File: src/rtl/exception_commit_pkg.sv
// Shared CPU defines: CP0 register numbers, exception codes, the exception vector
// and the fixed-priority exception selector used at the MEM commit point.
package exception_commit_pkg;

  localparam logic [31:0] EXC_VECTOR = 32'hBFC0_0380;

  localparam logic [4:0] CP0_BADVADDR = 5'd8;
  localparam logic [4:0] CP0_COUNT    = 5'd9;
  localparam logic [4:0] CP0_COMPARE  = 5'd11;
  localparam logic [4:0] CP0_STATUS   = 5'd12;
  localparam logic [4:0] CP0_CAUSE    = 5'd13;
  localparam logic [4:0] CP0_EPC      = 5'd14;

  localparam logic [4:0] EXC_INT  = 5'h00;
  localparam logic [4:0] EXC_ADEL = 5'h04;
  localparam logic [4:0] EXC_ADES = 5'h05;
  localparam logic [4:0] EXC_SYS  = 5'h08;
  localparam logic [4:0] EXC_BP   = 5'h09;
  localparam logic [4:0] EXC_RI   = 5'h0A;
  localparam logic [4:0] EXC_OV   = 5'h0C;
  localparam logic [4:0] EXC_TR   = 5'h0D;

  typedef enum logic [1:0] {
    BADV_KEEP,
    BADV_PC,
    BADV_ADDR
  } badv_src_e;

  typedef struct packed {
    logic       taken;
    logic [4:0] code;
    badv_src_e  badv_src;
  } exc_decision_t;

  // exc bit order is {adel_if, ri, ov, trap, sys, bp, adel_d, ades_d}
  function automatic exc_decision_t prioritize_exc(input logic int_req, input logic [7:0] exc);
    exc_decision_t d;
    d.taken    = 1'b1;
    d.code     = EXC_INT;
    d.badv_src = BADV_KEEP;
    if (int_req)     d.code = EXC_INT;
    else if (exc[7]) begin d.code = EXC_ADEL; d.badv_src = BADV_PC; end
    else if (exc[6]) d.code = EXC_RI;
    else if (exc[5]) d.code = EXC_OV;
    else if (exc[4]) d.code = EXC_TR;
    else if (exc[3]) d.code = EXC_SYS;
    else if (exc[2]) d.code = EXC_BP;
    else if (exc[1]) begin d.code = EXC_ADEL; d.badv_src = BADV_ADDR; end
    else if (exc[0]) begin d.code = EXC_ADES; d.badv_src = BADV_ADDR; end
    else             d.taken = 1'b0;
    return d;
  endfunction

endpackage

File: src/rtl/exception_commit_cp0_timer.sv
// CP0 Count/Compare pair: Count advances every second cycle, TI latches on a
// Count==Compare match until Compare is rewritten.
module cp0_timer
  import exception_commit_pkg::*;
(
  input  logic        clk,
  input  logic        resetn,
  input  logic        count_we,
  input  logic        compare_we,
  input  logic [31:0] wdata,
  output logic [31:0] count,
  output logic [31:0] compare,
  output logic        ti
);

  logic [31:0] count_q, count_d;
  logic [31:0] compare_q, compare_d;
  logic        toggle_q, toggle_d;
  logic        ti_q, ti_d;

  // Software writes take precedence over the free-running increment and the match.
  always_comb begin
    toggle_d  = ~toggle_q;
    count_d   = toggle_q ? count_q + 32'd1 : count_q;
    compare_d = compare_q;
    ti_d      = ti_q | (count_q == compare_q);
    if (count_we) begin
      count_d  = wdata;
      toggle_d = 1'b0;
    end
    if (compare_we) begin
      compare_d = wdata;
      ti_d      = 1'b0;
    end
  end

  always_ff @(posedge clk) begin
    if (!resetn) begin
      count_q   <= '0;
      compare_q <= '0;
      toggle_q  <= 1'b0;
      ti_q      <= 1'b0;
    end else begin
      count_q   <= count_d;
      compare_q <= compare_d;
      toggle_q  <= toggle_d;
      ti_q      <= ti_d;
    end
  end

  assign count   = count_q;
  assign compare = compare_q;
  assign ti      = ti_q;

endmodule

File: src/rtl/exception_commit.sv
// MEM-stage exception/ERET commit point with the CP0 register file: decides the
// flush and redirect target and updates Status/Cause/EPC/BadVAddr on commit.
module exception_commit
  import exception_commit_pkg::*;
(
  input  logic        clk,
  input  logic        resetn,
  input  logic        mem_valid,
  input  logic        mem_stall,
  input  logic [31:0] mem_pc,
  input  logic        mem_in_delayslot,
  input  logic [7:0]  mem_exc,
  input  logic [31:0] mem_badvaddr,
  input  logic        mem_eret,
  input  logic [5:0]  hw_int,
  input  logic        cp0_we,
  input  logic [4:0]  cp0_waddr,
  input  logic [31:0] cp0_wdata,
  input  logic [4:0]  cp0_raddr,
  output logic [31:0] cp0_rdata,
  output logic        flush,
  output logic [31:0] redirect_pc
);

  logic [7:0]  im_q, im_d;
  logic        exl_q, exl_d;
  logic        ie_q, ie_d;
  logic        bd_q, bd_d;
  logic [4:0]  exccode_q, exccode_d;
  logic [7:2]  ip_hw_q, ip_hw_d;
  logic [1:0]  ip_sw_q, ip_sw_d;
  logic [31:0] epc_q, epc_d;
  logic [31:0] badvaddr_q, badvaddr_d;

  logic          commit, int_req, exc_take, eret_take, mtc0;
  logic [7:0]    cause_ip;
  exc_decision_t dec;
  logic [31:0]   timer_count, timer_compare;
  logic          timer_ti;
  logic [31:0]   status_rd, cause_rd;

  assign commit    = mem_valid & ~mem_stall;
  assign cause_ip  = {ip_hw_q, ip_sw_q};
  assign int_req   = ie_q & ~exl_q & |(cause_ip & im_q);
  assign dec       = prioritize_exc(int_req, mem_exc);
  assign exc_take  = commit & dec.taken;
  assign eret_take = commit & mem_eret & ~dec.taken;
  assign mtc0      = commit & cp0_we & ~dec.taken;

  assign flush       = resetn & (exc_take | eret_take);
  assign redirect_pc = !resetn   ? 32'h0 :
                       exc_take  ? EXC_VECTOR :
                       eret_take ? epc_q : 32'h0;

  cp0_timer u_timer (
    .clk        (clk),
    .resetn     (resetn),
    .count_we   (mtc0 && (cp0_waddr == CP0_COUNT)),
    .compare_we (mtc0 && (cp0_waddr == CP0_COMPARE)),
    .wdata      (cp0_wdata),
    .count      (timer_count),
    .compare    (timer_compare),
    .ti         (timer_ti)
  );

  // Nested exceptions (EXL already set) keep the original EPC and BD.
  always_comb begin
    im_d       = im_q;
    exl_d      = exl_q;
    ie_d       = ie_q;
    bd_d       = bd_q;
    exccode_d  = exccode_q;
    ip_hw_d    = {hw_int[5] | timer_ti, hw_int[4:0]};
    ip_sw_d    = ip_sw_q;
    epc_d      = epc_q;
    badvaddr_d = badvaddr_q;
    if (mtc0) begin
      case (cp0_waddr)
        CP0_STATUS: begin
          im_d  = cp0_wdata[15:8];
          exl_d = cp0_wdata[1];
          ie_d  = cp0_wdata[0];
        end
        CP0_CAUSE: ip_sw_d = cp0_wdata[9:8];
        CP0_EPC:   epc_d   = cp0_wdata;
        default: ;
      endcase
    end
    if (eret_take) exl_d = 1'b0;
    if (exc_take) begin
      exccode_d = dec.code;
      exl_d     = 1'b1;
      if (!exl_q) begin
        bd_d  = mem_in_delayslot;
        epc_d = mem_in_delayslot ? mem_pc - 32'd4 : mem_pc;
      end
      case (dec.badv_src)
        BADV_PC:   badvaddr_d = mem_pc;
        BADV_ADDR: badvaddr_d = mem_badvaddr;
        default: ;
      endcase
    end
  end

  always_ff @(posedge clk) begin
    if (!resetn) begin
      im_q       <= '0;
      exl_q      <= 1'b0;
      ie_q       <= 1'b0;
      bd_q       <= 1'b0;
      exccode_q  <= '0;
      ip_hw_q    <= '0;
      ip_sw_q    <= '0;
      epc_q      <= '0;
      badvaddr_q <= '0;
    end else begin
      im_q       <= im_d;
      exl_q      <= exl_d;
      ie_q       <= ie_d;
      bd_q       <= bd_d;
      exccode_q  <= exccode_d;
      ip_hw_q    <= ip_hw_d;
      ip_sw_q    <= ip_sw_d;
      epc_q      <= epc_d;
      badvaddr_q <= badvaddr_d;
    end
  end

  // BEV (bit 22) is hardwired to 1.
  assign status_rd = {9'b0, 1'b1, 6'b0, im_q, 6'b0, exl_q, ie_q};
  assign cause_rd  = {bd_q, timer_ti, 14'b0, cause_ip, 1'b0, exccode_q, 2'b0};

  always_comb begin
    case (cp0_raddr)
      CP0_BADVADDR: cp0_rdata = badvaddr_q;
      CP0_COUNT:    cp0_rdata = timer_count;
      CP0_COMPARE:  cp0_rdata = timer_compare;
      CP0_STATUS:   cp0_rdata = status_rd;
      CP0_CAUSE:    cp0_rdata = cause_rd;
      CP0_EPC:      cp0_rdata = epc_q;
      default:      cp0_rdata = 32'h0;
    endcase
  end

endmodule
File: config.mk
export PLATFORM = sky130hd
export DESIGN_NAME = exception_commit
export DESIGN_NICKNAME = d
export VERILOG_FILES = /design/src/rtl/exception_commit_pkg.sv /design/src/rtl/exception_commit_cp0_timer.sv /design/src/rtl/exception_commit.sv
export SDC_FILE = /design/constraint.sdc
export NUM_CORES = 1
export LEC_CHECK = 0
export BUFFER_PORTS_ARGS = -buffer_cell sky130_fd_sc_hd__buf_2
export CAP_MARGIN = 0
export CORE_ASPECT_RATIO = 1.5
export CORE_MARGIN = 1.5
export CORE_UTILIZATION = 55
export CTS_CLUSTER_DIAMETER = 60
export DETAILED_ROUTE_END_ITERATION = 6
export MAX_ROUTING_LAYER = met4
export PLACE_DENSITY = 0.79
export SYNTH_ARGS = -nofsm -noshare
export SYNTH_HDL_FRONTEND = slang
export SYNTH_SLANG_ARGS = --single-unit
File: constraint.sdc
create_clock -name clk -period 3.5 [get_ports clk]
set_input_delay 0.525 -clock clk [delete_from_list [all_inputs] [get_ports clk]]
set_output_delay 0.525 -clock clk [all_outputs]
set_load 0.005 [all_outputs]
==> results of run 1 <==
[Yosys cell counts (all sizes together), types with 10 or more instances]
library cell  number
a211oi            49
a21oi             32
a22oi             62
a31oi             17
and2              28
buf               19
clkbuf            70
dfxtp            153
inv               10
mux2i             79
nand2             99
nand3             30
nand4             30
nor2             136
nor3              35
nor4              22
o21ai             37
xnor2             66
xor2              20
[final timing paths]
path,depth (start not counted),endpoint,slack (ps)
setup / recovery,7,redirect_pc[15],200
hold / removal,2,ip_hw_q[2],300
setup reg to reg,8,badvaddr_q[23],640
hold reg to reg,2,bd_q,470
[routing by layer]
layer | up-vias | share of wire, %
met2 | 559 | 45
met3 | 115 | 10
met5 | - | 0
met4 | 0 | 5.8
met1 | 4419 | 39
li1 | 4234 | -
[state kept, by name, indices dropped and copies added, names as in the netlist, 2 cells and up]
signal	cells
exccode_q	4
badvaddr_q	32
u_timer.compare	32
ip_sw_q	2
u_timer.count	32
ip_hw_q	6
epc_q	32
im_q	8
[layout make-up]
class	count	area, µm²	share of cell area [%]
timing repair buffer	216	1181	11.18
inverter	10	38.79	0.3672
clock inverter	11	73.82	0.6988
tap	203	254.0	2.404
sequential	153	3063	28.99
clock buffer	21	470.5	4.453
multi-input combinational	831	5483	51.90
[power by group through the flow]
stage,combinational (mW),sequential [mW],clock (mW)
after floorplan,0.205,1.86,0
after global placement,0.388,1.89,0
after detailed placement,0.394,1.89,0
after CTS,0.397,1.85,1.70
after global routing,0.438,1.86,1.78
final,0.405,1.86,1.69
[kinds of logic after synthesis]
kind of cell	after synthesis
AOI/OAI and AO/OA	239
xor gates and xnor gates	86
adders and majority gates	3
buffers and inverters	99
DFF	153
muxes	81
and+or+nand+nor	422
[critical path, cell delays in order (launching register included)]
cell	delay [ps]
dfxtp_1	320
a22o_1	320
o41ai_4	730
nand2_1	230
nor3_2	200
buf_4	260
and2_1	180
buf_2	110
[metrics by stage]
step	total power [mW]	utilization (%)	cell area, µm²	worst slack, ps
final	3.951	67.01	10560	197.6
after global routing	4.073	67.01	10560	52.39
after CTS	3.951	67.01	10560	224.9
after detailed placement	2.286	63.56	10020	460.1
after global placement	2.279	63.56	10020	503.8
after floorplan	2.068	-	8899	889.2
==> metrics.csv, run 1 <==
metric;value;unit
fin_crit_sh;94.36;%
dp_hpwl;22.49;mm
critPathRequiredTime;2970;ps
hold_slack;299.5;ps
synth_seq_cells;153;
hold_buffers;0;
p_clk_share;42.7;%
ys_warn_count;0;
dpl.cell_count;1413;
antenna_cells;0;
numCtsBuffers;17;
p_leak;3.974;nW
synthCells;1083;
min_from;hw_int[0];
drtIter0Drc;942;
synth_top_cell_area_share;34.42;%
path_max_fanout;20;
drive_above_1_share;23.51;%
overflow;0;
antenna_found_initial;0;
area_delta_synth_final;18.72;%
synth-xor-area-share;8.465;%
post_drt_via_cell_ratio;6.455;
ant_nets;0;
p_comb_share;10.2;%
ctsResizeCount;0;
grt_pass1_wl;46.75;mm
syn_area_per_cell;8.217;µm²
synth_top_family_by_area;simple AND/OR/NAND/NOR gates;
clk_path_buf_depth;2;
die_area;0.01697;mm²
worst-endpoint-arrival;2780;ps
post-cts-setup-buffers;0;
async_reset_ff_share;0;%
num_rows;56;
relSlewSlack;38.36;%
drt-total-wl;30.51;mm
period_minus_slack;3302;ps
met1_usage;47.19;%
outcome;finished clean;
finalHoldViolCount;0;
fill_cells;1369;
grt_use_met2;53.61;%
wire_per_inst;21.12;µm
top_usage_layer;met2;
cts_max_level;4;
power.net_switching;1.038;mW
final_common_cell;buf_2;
reg2reg_from;ip_hw_q[7];
cts.sinks;153;
final_max_slew_viol_count;0;
start_kind;flop;
synth_compound_gate_area_share;20.23;%
critPathLaunch;ip_hw_q[7];
cts-root-buf;clkbuf_16;
intPower;2.913;mW
instances_no_fill;1445;
dr.pass1.iters;6;
coreArea;0.01577;mm²
fin_nets;1359;
power_density;374.0;mW/mm²
yosysTopAreaCell;dfxtp_1;
cap_violations;0;
synth_area_leaders;dfxtp_1 (34%), mux2i_1 (8.9%), xnor2_1 (6.5%);
drc;0;
synthAdderAreaFrac;0.4218;%
grt_start_max_net_pins;70;
die_h;158.8;µm
grtUsageMet3;6.856;%
worstSkewPairLatency;430;ps
skew;9.527;ps
fp.dieW;106.9;µm
final_cell_mix;buf_2 (191), dfxtp_1 (153), nor2_1 (136);
place_congestion;0.9905;
ir_drop;0.2697;mV
worst_slew_pin_slew;924.6;ps
synth_area;0.008899;mm²
cts_tree;built;
synth.area.mux_share;9.139;%
vias;9327;
ys_seq_area_share;34.42;%
synthSimpleGateAreaFrac;22.67;%
grt_pass1_vias;8496;
max_freq;302.8;MHz
io_pins;192;
switching_share;26.27;%
synth_edf_count;0;
cp-end-kind;output pin;
synth_cell_types;58;
grt_usage;36.79;%
clk_pin_slew;60;ps
syn_nets;1213;
synth_ff_type;dfxtp_1;
seqPwrFrac;47.0;%
rsz0062_at_grt;no;
initial_core_util;56.44;%
hold_class;in2reg;
finalSetupViolations;0;
setup_tns;0;ps
numPortBuffers;191;
critical_path_class;reg2out;
Note: power is estimated with default switching activity, not from simulation.
==> run 2, diff against run 1 <==
--- a/config.mk
+++ b/config.mk
@@ -14,6 +14,7 @@
 export DETAILED_ROUTE_END_ITERATION = 6
 export MAX_ROUTING_LAYER = met4
 export PLACE_DENSITY = 0.79
+export REMOVE_ABC_BUFFERS = 1
 export SYNTH_ARGS = -nofsm -noshare
 export SYNTH_HDL_FRONTEND = slang
 export SYNTH_SLANG_ARGS = --single-unit
==> metrics.csv, run 2 (same netlist as run 1, synthesis figures left out) <==
metric;value;unit;change
worst-endpoint-arrival;2670;ps;was 2780 ps
initial_core_util;56.44;%;unchanged
critical_path_class;reg2out;;unchanged
power.net_switching;1.048;mW;was 1.038 mW
path_cells;a22o_1 -> o41ai_4 -> buf_4 -> nand2_1 -> o311ai_2 -> buf_4 -> nor2_1 -> buf_2;;was a22o_1 -> o41ai_4 -> nand2_1 -> nor3_2 -> buf_4 -> and2_1 -> buf_2
p_leak;4.020;nW;was 3.974 nW
ant_nets;0;;unchanged
worst-r2r-cell-count;6;;was 8
clk_pin_slew;60;ps;about the same
final_core_util;67.40;%;was 67.01%
ir_drop;0.3041;mV;was 0.2697 mV
hold_buffers;0;;unchanged
outcome;finished clean;;unchanged
worst_slew_pin_slew;874.0;ps;was 924.6 ps
area_delta_synth_final;19.42;%;was 18.72%
cts-root-buf;clkbuf_16;;unchanged
numPortBuffers;191;;unchanged
cts_max_level;4;;unchanged
drive_above_1_share;23.69;%;was 23.51%
switching_share;25.88;%;was 26.27%
seqPwrFrac;45.5;%;was 47.0%
num_rows;56;;unchanged
post_drt_via_cell_ratio;6.326;;was 6.455
reg2reg_from;ip_hw_q[3];;was ip_hw_q[7]
numCtsBuffers;17;;unchanged
grt_pass1_vias;8705;;was 8496
min_path_cells;2;;unchanged
max_freq;313.1;MHz;was 302.8 MHz
rrSetupSlack;660;ps;was 640 ps
pre_cts_slack;672.4;ps;was 460.1 ps
setup_tns;0;ps;unchanged
coreArea;0.01577;mm²;unchanged
drc;0;;unchanged
die_area;0.01697;mm²;unchanged
ctsResizeCount;0;;unchanged
place_congestion;0.9327;;was 0.9905
drt-total-wl;30.07;mm;was 30.51 mm
finalHoldViolCount;0;;unchanged
start_kind;flop;;unchanged
hold_end;ip_hw_q[4];;was ip_hw_q[2]
fp.dieW;106.9;µm;unchanged
rsz0062_at_grt;no;;unchanged
fin_nets;1362;;was 1359
clk_path_buf_depth;2;;unchanged
cts_tree;built;;unchanged
relSlewSlack;41.29;%;was 38.36%
skew;9.135;ps;was 9.527 ps
dr.pass1.iters;5;;was 6
post-cts-setup-buffers;0;;unchanged
path_max_fanout;10;;was 20
io_pins;192;;unchanged
hold_class;in2reg;;unchanged
worstSkewPairLatency;420;ps;was 430 ps
fin_crit_sh;91.24;%;was 94.36%
final_cell_mix;buf_2 (191), dfxtp_1 (153), nor2_1 (136);;unchanged
power;4.049;mW;was 3.951 mW
cap_violations;0;;unchanged
grt_start_max_net_pins;65;;was 70
period_minus_slack;3193;ps;was 3302 ps
p_comb_share;9.9;%;was 10.2%
grt_usage;36.18;%;was 36.79%
antenna_found_initial;4;;was 0
dp_hpwl;21.02;mm;was 22.49 mm
p_clk_share;44.6;%;was 42.7%
overflow;0;;unchanged
cts.sinks;153;;unchanged
wire_per_inst;20.71;µm;was 21.12 µm
cp_slowest_cell;o41ai_4;;unchanged
intPower;3.001;mW;was 2.913 mW
final_max_slew_viol_count;0;;unchanged
r2r-end;u_timer.count[30];;was badvaddr_q[23]
cpMostUsedCell;buf_4;;
min_from;hw_int[2];;was hw_int[0]
setup_ws;306.6;ps;was 197.6 ps
critPathRequiredTime;2970;ps;about the same
final_common_cell;buf_2;;unchanged
drtIter0Drc;805;;was 942
finalSetupViolations;0;;unchanged
vias;9186;;was 9327
die_h;158.8;µm;unchanged
grt_pass1_wl;46.48;mm;was 46.75 mm
power_density;381.0;mW/mm²;was 374.0 mW/mm²
cp-end-kind;output pin;;unchanged
max_stage_delay;390;ps;was 730 ps
-- run 2: cell count changes in the layout (fill, tap and decap cells not counted) --
| cell | change |
|---|---|
| buf_4 | +3 |
| clkinv_2 | -1 |
| diode_2 | +4 |
| clkinvlp_4 | -4 |
| nor3_1 | +1 |
| bufinv_16 | +1 |
| clkinv_4 | +1 |
| inv_6 | +4 |
| clkbuf_1 | -1 |
| nor3_2 | -1 |
-- run 2: metal layers --
layer	global-route usage [%]	up-vias	wire length, µm
met2	59.29	549	14660
met5	-	-	0
li1	-	4250	-
met4	22.12	0	1833
met3	5.788	121	2532
met1	40.77	4266	11040
-- run 2: power by group through the flow --
stage	clock network [mW]	registers, mW	logic (mW)
after global routing	1.89	1.85	0.435
after CTS	1.81	1.84	0.394
after floorplan	0	1.86	0.191
final	1.81	1.84	0.400
after detailed placement	0	1.88	0.392
after global placement	0	1.88	0.383
-- run 2: critical path, delay by kind of cell, from the launching register on --
| family | cells | cell delay, ps |
|---|---|---|
| AOI/OAI and AO/OA | 3 | 1070 |
| buffers and inverters | 3 | 670 |
| DFF | 1 | 310 |
| and+or+nand+nor | 2 | 190 |
-- run 2: cell type report --
| class | count | area [µm²] |
|---|---|---|
| sequential | 153 | 3063 |
| multi-input combinational | 831 | 5478 |
| clock inverter | 12 | 112.6 |
| clock buffer | 20 | 466.7 |
| timing repair buffer | 219 | 1204 |
| inverter | 10 | 38.79 |
| fill | 1354 | 5139 |
| antenna | 4 | 10.01 |
| tap | 203 | 254.0 |
-- run 2: through the flow --
| stage | hold slack, ps | instances | cell area (µm²) |
|---|---|---|---|
| final | 308.6 | 1452 | 10630 |
| after global routing | 308.3 | 1452 | 10630 |
| after CTS | 301.0 | 1448 | 10620 |
| after detailed placement | 468.5 | 1416 | 10040 |
| after global placement | 443.1 | 1416 | 10040 |
| after floorplan | 435.5 | 994 | 8522 |
-- run 2: worst max-delay path by stage --
stage,from,end,slack (ps)
final,ip_hw_q[3],redirect_pc[29],310
after detailed placement,ip_hw_q[3],badvaddr_q[21],670
after global routing,im_q[3],redirect_pc[29],220
after CTS,im_q[3],redirect_pc[25],310
after floorplan,mem_exc[2],u_timer.compare[0],-3200
after global placement,mem_exc[2],redirect_pc[27],730
